--- src/rtl/serial_alu_n.sv ---
// Bit-serial N-bit ALU: one one-bit-slice evaluation per clock, LSB first.
// Start/busy/done handshake; result, Cout and zero are held between completions.
module serial_alu_n #(
  parameter int WIDTH = 8
) (
  input  logic             clk,
  input  logic             rst,
  input  logic             start,
  input  logic [WIDTH-1:0] op1,
  input  logic [WIDTH-1:0] op2,
  input  logic             Cin,
  input  logic [2:0]       opsel,
  input  logic             mode,
  output logic             busy,
  output logic             done,
  output logic [WIDTH-1:0] result,
  output logic             Cout,
  output logic             zero
);

  localparam int            CW   = $clog2(WIDTH);
  localparam logic [CW-1:0] LAST = CW'(WIDTH - 1);

  typedef enum logic [1:0] {S_IDLE, S_RUN, S_DONE} state_t;

  state_t             state_q, state_d;
  logic [WIDTH-1:0]   a_q, a_d, b_q, b_d;
  logic [WIDTH-2:0]   res_sh_q, res_sh_d;
  logic               carry_q, carry_d;
  logic [2:0]         op_q, op_d;
  logic               mode_q, mode_d;
  logic [CW-1:0]      cnt_q, cnt_d;
  logic [WIDTH-1:0]   result_q, result_d;
  logic               cout_q, cout_d;
  logic               zero_q, zero_d;

  logic               accept;
  logic               last;
  logic [1:0]         bit_out;
  logic [WIDTH-1:0]   res_next;

  // One-bit slice: returns {carry_out, result_bit}. Carry out is 0 for logic and PASS A.
  function automatic logic [1:0] alu_bit(input logic a, input logic b, input logic c,
                                         input logic [2:0] op, input logic m);
    logic bp;
    logic [1:0] r;
    r  = 2'b00;
    bp = 1'b0;
    if (m) begin
      if (op[2]) begin
        r = {1'b0, a};
      end else begin
        case (op[1:0])
          2'b00:   bp = b;
          2'b01:   bp = ~b;
          2'b10:   bp = 1'b0;
          default: bp = 1'b1;
        endcase
        r = {(a & bp) | (a & c) | (bp & c), a ^ bp ^ c};
      end
    end else begin
      case (op)
        3'b000:  r = {1'b0, a & b};
        3'b001:  r = {1'b0, a | b};
        3'b010:  r = {1'b0, a ^ b};
        3'b011:  r = {1'b0, ~a};
        3'b100:  r = {1'b0, ~(a & b)};
        3'b101:  r = {1'b0, ~(a | b)};
        3'b110:  r = {1'b0, ~(a ^ b)};
        default: r = {1'b0, b};
      endcase
    end
    return r;
  endfunction

  // SUB and INC seed the chain with 1 (two's complement / +1); DEC adds all ones with 0.
  function automatic logic init_carry(input logic [2:0] op, input logic m, input logic cin);
    logic c;
    c = 1'b0;
    if (m) begin
      case (op)
        3'b000:        c = cin;
        3'b001, 3'b010: c = 1'b1;
        default:       c = 1'b0;
      endcase
    end
    return c;
  endfunction

  assign accept = start && ((state_q == S_IDLE) || (state_q == S_DONE));
  assign last   = (cnt_q == LAST);

  always_ff @(posedge clk or posedge rst) begin
    if (rst) state_q <= S_IDLE;
    else     state_q <= state_d;
  end

  always_comb begin
    state_d = state_q;
    case (state_q)
      S_IDLE:  if (start) state_d = S_RUN;
      S_RUN:   if (last)  state_d = S_DONE;
      S_DONE:  state_d = start ? S_RUN : S_IDLE;
      default: state_d = S_IDLE;
    endcase
  end

  always_comb begin
    busy   = (state_q == S_RUN);
    done   = (state_q == S_DONE);
    result = result_q;
    Cout   = cout_q;
    zero   = zero_q;
  end

  always_comb begin
    a_d      = a_q;
    b_d      = b_q;
    res_sh_d = res_sh_q;
    carry_d  = carry_q;
    op_d     = op_q;
    mode_d   = mode_q;
    cnt_d    = cnt_q;
    result_d = result_q;
    cout_d   = cout_q;
    zero_d   = zero_q;
    bit_out  = alu_bit(a_q[0], b_q[0], carry_q, op_q, mode_q);
    res_next = {bit_out[0], res_sh_q};
    if (accept) begin
      a_d      = op1;
      b_d      = op2;
      op_d     = opsel;
      mode_d   = mode;
      carry_d  = init_carry(opsel, mode, Cin);
      cnt_d    = '0;
      res_sh_d = '0;
    end else if (state_q == S_RUN) begin
      a_d      = a_q >> 1;
      b_d      = b_q >> 1;
      carry_d  = bit_out[1];
      res_sh_d = res_next[WIDTH-1:1];
      if (last) begin
        // Last slice: the full word is the new bit above the WIDTH-1 collected bits.
        result_d = res_next;
        cout_d   = bit_out[1];
        zero_d   = (res_next == '0);
      end else begin
        cnt_d = cnt_q + 1'b1;
      end
    end
  end

  always_ff @(posedge clk or posedge rst) begin
    if (rst) begin
      a_q      <= '0;
      b_q      <= '0;
      res_sh_q <= '0;
      carry_q  <= 1'b0;
      op_q     <= '0;
      mode_q   <= 1'b0;
      cnt_q    <= '0;
      result_q <= '0;
      cout_q   <= 1'b0;
      zero_q   <= 1'b0;
    end else begin
      a_q      <= a_d;
      b_q      <= b_d;
      res_sh_q <= res_sh_d;
      carry_q  <= carry_d;
      op_q     <= op_d;
      mode_q   <= mode_d;
      cnt_q    <= cnt_d;
      result_q <= result_d;
      cout_q   <= cout_d;
      zero_q   <= zero_d;
    end
  end

endmodule

--- config.mk ---
export PLATFORM = sky130hd
export DESIGN_NAME = serial_alu_n
export DESIGN_NICKNAME = d
export VERILOG_FILES = /design/src/rtl/serial_alu_n.sv
export SDC_FILE = /design/constraint.sdc
export NUM_CORES = 1
export LEC_CHECK = 0
export ABC_AREA = 1
export BUFFER_PORTS_ARGS = -buffer_cell sky130_fd_sc_hd__buf_4
export CAP_MARGIN = 25
export CORE_UTILIZATION = 42
export CTS_CLUSTER_SIZE = 14
export DETAILED_ROUTE_END_ITERATION = 8
export PLACE_DENSITY_LB_ADDON = 0.15
export SLEW_MARGIN = 10
export SYNTH_ARGS = -nofsm -noshare
export SYNTH_HDL_FRONTEND = slang
export SYNTH_SLANG_ARGS = --single-unit
export TNS_END_PERCENT = 1
--- constraint.sdc ---
create_clock -name clk -period 1.62 [get_ports clk]
set_input_delay 0.081 -clock clk [delete_from_list [all_inputs] [get_ports clk]]
set_output_delay 0.081 -clock clk [all_outputs]
set_load 0.02 [all_outputs]
-- Yosys cells after proc, flatten, opt, wreduce, memory -nomap -nowiden
Index checks and enable logic that the tools add are counted.
- output and inout bits: 12
- logic and storage cells: 79
- input port bits: 24
- flip-flop bits (word level): 43
- reductions and logical operators: 12
- equality and inequality tests: 16
- bitwise logic cells: 16
- add/sub/neg operators: 1
- muxes and demuxes: 23
- operators by type and width (cell ; number):
    $mux W8 ; 4
    $mux W7 ; 2
    $eq A3 B3 Y1 const B ; 4
    $eq A3 B2 Y1 const B ; 3
    $mux W3 ; 3
    $logic_not A8 Y1 ; 1
    $mux W2 ; 4
    $pmux W1 S7 ; 1
    $eq A3 B1 Y1 const B ; 2
    $logic_not A3 Y1 ; 2
    $mux W1 ; 6
    $not A1 Y1 ; 6
    $pmux W2 S3 ; 1
    $and A1 B1 Y1 ; 4
    $eq A2 B1 Y1 const B ; 2
    $eq A2 B2 Y1 const B ; 2
    $logic_not A2 Y1 ; 2
    $ne A2 B2 Y1 const B ; 2
    $reduce_and A2 Y1 ; 2
    $add A3 B1 Y3 const B ; 1
    $or A1 B1 Y1 ; 3
    $pmux W1 S3 ; 1
    $reduce_and A3 Y1 ; 1
    $xor A1 B1 Y1 ; 3
    other kinds (6) ; 6

-- Longest topological paths before layout
- word-level depth: 11
- mapped depth: 11
- depth with buffers taken out: 11

-- Worst setup path before layout
No wires, ideal clock.
- path kind: flip-flop to flip-flop
- start point: register op_q[1]
- end point: register res_sh_q[6]
- path slack: 37 ps
- buffers on the path: 0
- arrival: 1517 ps
- setup time: 65 ps
- data required time: 1555 ps
- clock period less this slack: 1583 ps
- cell stages (with the launch flop): 10
- cells stage by stage: dfrtp_1 > o21ai_0 > nand2_1 > fa_1 > inv_1 > o21ai_0 > nand2_1 > nand2_1 > nand2_1 > nand2_1
- cells in the longest elaborated chain, start to end: 10
- elaborated cells between the ends (all ways): 20
- those cells by class: eq/ne (8); mux (8); bitwise (2); reduce/logical (2)
- ends and longest elaborated chain (item ; line ; text):
    from (decl) ; 30 ; logic [2:0] op_q, op_d;
    from (signal assigned) ; 170 ; op_q <= op_d;
    $eq A2 B2 Y1 (tied with other cells) ; 53 ; case (op[1:0])
    $pmux W1 S3 ; 53 ;
    $mux W1 ; 50 ; if (op[2]) begin
    $mux W1 ; 49 ; if (m) begin
    $xor A1 B1 Y1 (2 in a row) ; 59 ; r = {(a & bp) | (a & c) | (bp & c), a ^ bp ^ c};
    $mux W2 ; 50 ;
    $mux W2 (*) ; 49 ;
    $mux W7 (*) ; 137 ; end else if (state_q == S_RUN) begin
    $mux W7 (*) ; 129 ; if (accept) begin
    to (signal assigned) ; 168 ; res_sh_q <= res_sh_d;
    to (decl) ; 28 ; logic [WIDTH-2:0] res_sh_q, res_sh_d;
Mark *: on every way between the ends. The rest lies on a longest branch, timed or not. The select of a mux whose other input is x is not followed.
A chain may end at the register's enable or synchronous reset.

-- Final worst setup path
Same ends and word-level chain as after synthesis.

==> metrics.txt <==
status=complete, no violations; initial core utilization=0.4477; top cells by count, synth=nand2_1 (53), dfrtp_1 (43), inv_1 (36); Max Slew Vio Count=0; crit path time final=1.582 ns; Placed Area=2313 sq um; min-delay src=op1[7]; post-synthesis cell area=2003 sq um; Hold WC Path Type=input pin to flip-flop; Post-synth EDFFs=0; clock share of power=0.195; clk slew on worst S/H paths=0.08 ns; Final Wtd Congestion=0.7487; P_sw=0.001922 W; clk_skew=0.005940 ns; CTS H-tree lvls=2; sequential area share after synthesis=0.5372; worst-path fanout max=3; Final Net Count=299; area leader, netlist=dfrtp_1; share of post-route cells with drive strength above 1=0.2251; clk sinks=43; cell count of the worst reg-to-reg path=9; Critical Path AT=1.82 ns; PortBufs=35; Net Sw Frac=0.3862; total global routing overflow=0; synth top area cells=dfrtp_1 (54%), nand2_1 (9.9%), inv_1 (6.7%); antenna cell count=0; first drt pass iteration count=6; Final period util=0.9766; CTS tree=done; fin area=2618 sq um; post-synthesis cell type count=26; initial antenna violation count=0; CP endpoint kind=flip-flop; vias per cell=4.935; pin count of the biggest net entering global routing=44; crit start category=flip-flop; Post-Route WL=3.978 mm; syn_nets=243; clk_lat worst skew=0.29 ns; most common cell in the netlist=nand2_1; max frequency=632.0 MHz; r2r endpoint=res_sh_q[6]; Pwr per Cell Area=1901 nW/um^2; wire length per cell=12.32 um; deepest clock path buffer count=2; Yosys Warn Count=0; Post-DP HPWL=2.625 mm; hold slack=0.003162 ns; ANT nets after route=0; die footprint=5050 sq um; CP Data Required Time=1.86 ns; synth-to-layout area growth=30.67%; Root Buffer=clkbuf_8; slack of the worst reg-to-reg path=0.04 ns; Worst-Margin Slew=0.5279 ns; Max-Cap Viols=0; final worst slack=0.03784 ns; Total Routing Usage GR=0.1761; Rows=24; Final Hold Viols=0; Internal Dissipation=0.003055 W; FFs w/ async S/R, synth=1.000; Comb pwr share=0.446; Hold EP=a_q[7]; max_slew headroom=0.6481; I/O Pins=36; main flop type after synthesis=dfrtp_1; initial DRC count=111; final setup vio count=0; chip height=71.06 um; RR Startpoint=op_q[1]; first-pass GRT wire length=6.713 mm; Post-Syn Instances=214; fill count=370; DRC viols=0; maximum vdd ir drop=0.8574 mV; RSZ-0062 raised after global routing=true; Horiz. Die Dim=71.06 um; Final Core Density=0.5850; critical path class=flip-flop to flip-flop; Min-Delay Path Depth=3; CTS Buf Count=5; post-place setup slack=-0.07200 ns; top-area cell type share of the netlist area=0.5372; vias in the first global route=1409; Seq pwr share=0.358; FF+latch count, synth=43; CORE AREA=4474 sq um; Vias=1594; leakage power=1.322 nW; Syn Area/Cell=9.361 sq um
==> how the worst max path moves through the flow <==
stage	start	cells past startpoint	end	slack, ns
4_1_cts	op_q[0]	10	res_sh_q[6]	0.009
6_report	op_q[1]	9	res_sh_q[6]	0.04
3_5_place_dp	b_q[0]	10	res_sh_q[6]	-0.07
2_1_floorplan	op_q[1]	9	res_sh_q[6]	0.04
3_3_place_gp	b_q[0]	10	res_sh_q[6]	0.02
5_1_grt	op_q[1]	9	res_sh_q[6]	-0.08
==> cells by family (layout without fill, tap and decap cells) <==
kind of cell             after synthesis  in the layout  share of synthesized area
AO/OA/AOI/OAI                         42             42                     0.1387
adder cells (fa/ha/maj)                5              5                    0.03498
buffers and inverters                 46            103                     0.1062
flip-flops                            43             43                     0.5372
AND/OR/NAND/NOR                       78             78                     0.1830
==> power by group through the flow <==
stage | clock network (W) | logic [W] | registers [W]
2_1_floorplan | 0 | 0.00148 | 0.00189
3_3_place_gp | 0 | 0.00210 | 0.00179
3_5_place_dp | 0 | 0.00214 | 0.00179
4_1_cts | 0.000998 | 0.00220 | 0.00177
5_1_grt | 0.00105 | 0.00251 | 0.00184
6_report | 0.000971 | 0.00222 | 0.00178
==> registers in the layout, indices dropped and copies added (netlist names) <==
name,count
op_q,3
mode_q,1
Cout,1
state_q,2
zero,1
carry_q,1
cnt_q,3
res_sh_q,7
b_q,8
a_q,8
result,8
==> area by class of cell <==
type                            instances  area [sq um]  share of cell area
Tap cell                               52         65.06             0.02486
Inverter                               38         145.1             0.05545
Sequential cell                        43          1076              0.4111
Multi-Input combinational cell        125         720.7              0.2753
Clock buffer                            6         72.57             0.02772
Timing Repair Buffer                   57         478.0              0.1826
Clock inverter                          2         60.06             0.02294
==> per-stage QoR <==
step / instances / power (W) / TNS (ns)
detailed placement: 298 / 0.003929 / -0.1785
floorplan: 214 / 0.003373 / 0
global placement: 298 / 0.003882 / 0
CTS: 322 / 0.004970 / 0
global route: 323 / 0.005406 / -0.1678
finish: 323 / 0.004977 / 0
==> layout by cell type, fill, tap and decap left out, drive strengths merged <==
master        n
nand2        56
dfrtp        43
buf          42
inv          38
o21ai        18
dlygate4sd3  15
o221ai       14
nand3        11
nor2          9
o22ai         6
clkbuf        6
ha            4
bufinv        2
o21a          1
a31oi         1
nand4         1
nor3          1
o2111ai       1
a21oi         1
fa            1
==> routing by layer <==
metal / vias to the layer above / wire [um] / track usage
li1: 814 / - / -
met1: 746 / 2066 / 0.2591
met2: 29 / 1706 / 0.2479
met3: 5 / 151 / 0.05271
met4: 0 / 54 / 0.06000
met5: - / 0 / 0
==> worst max-delay path, stage by stage, from the launching register on <==
cell     delay (ns)
dfrtp_1        0.42
o21ai_2        0.15
nand2_1        0.07
fa_1           0.48
inv_1          0.04
o21ai_1        0.11
nand2_1        0.08
nand2_1        0.08
nand2_1        0.05
nand2_1        0.05
==> timing repair <==
item / in CTS / in global routing
hold buffers: 15 / 0
resized for setup: 2 / 4
setup buffers: 1 / 1
hold endpoints to repair: 57 / 0
pin swaps: 1 / 2
endpoints found under the setup margin: 3 / 4
(Power assumes the default switching activity.)
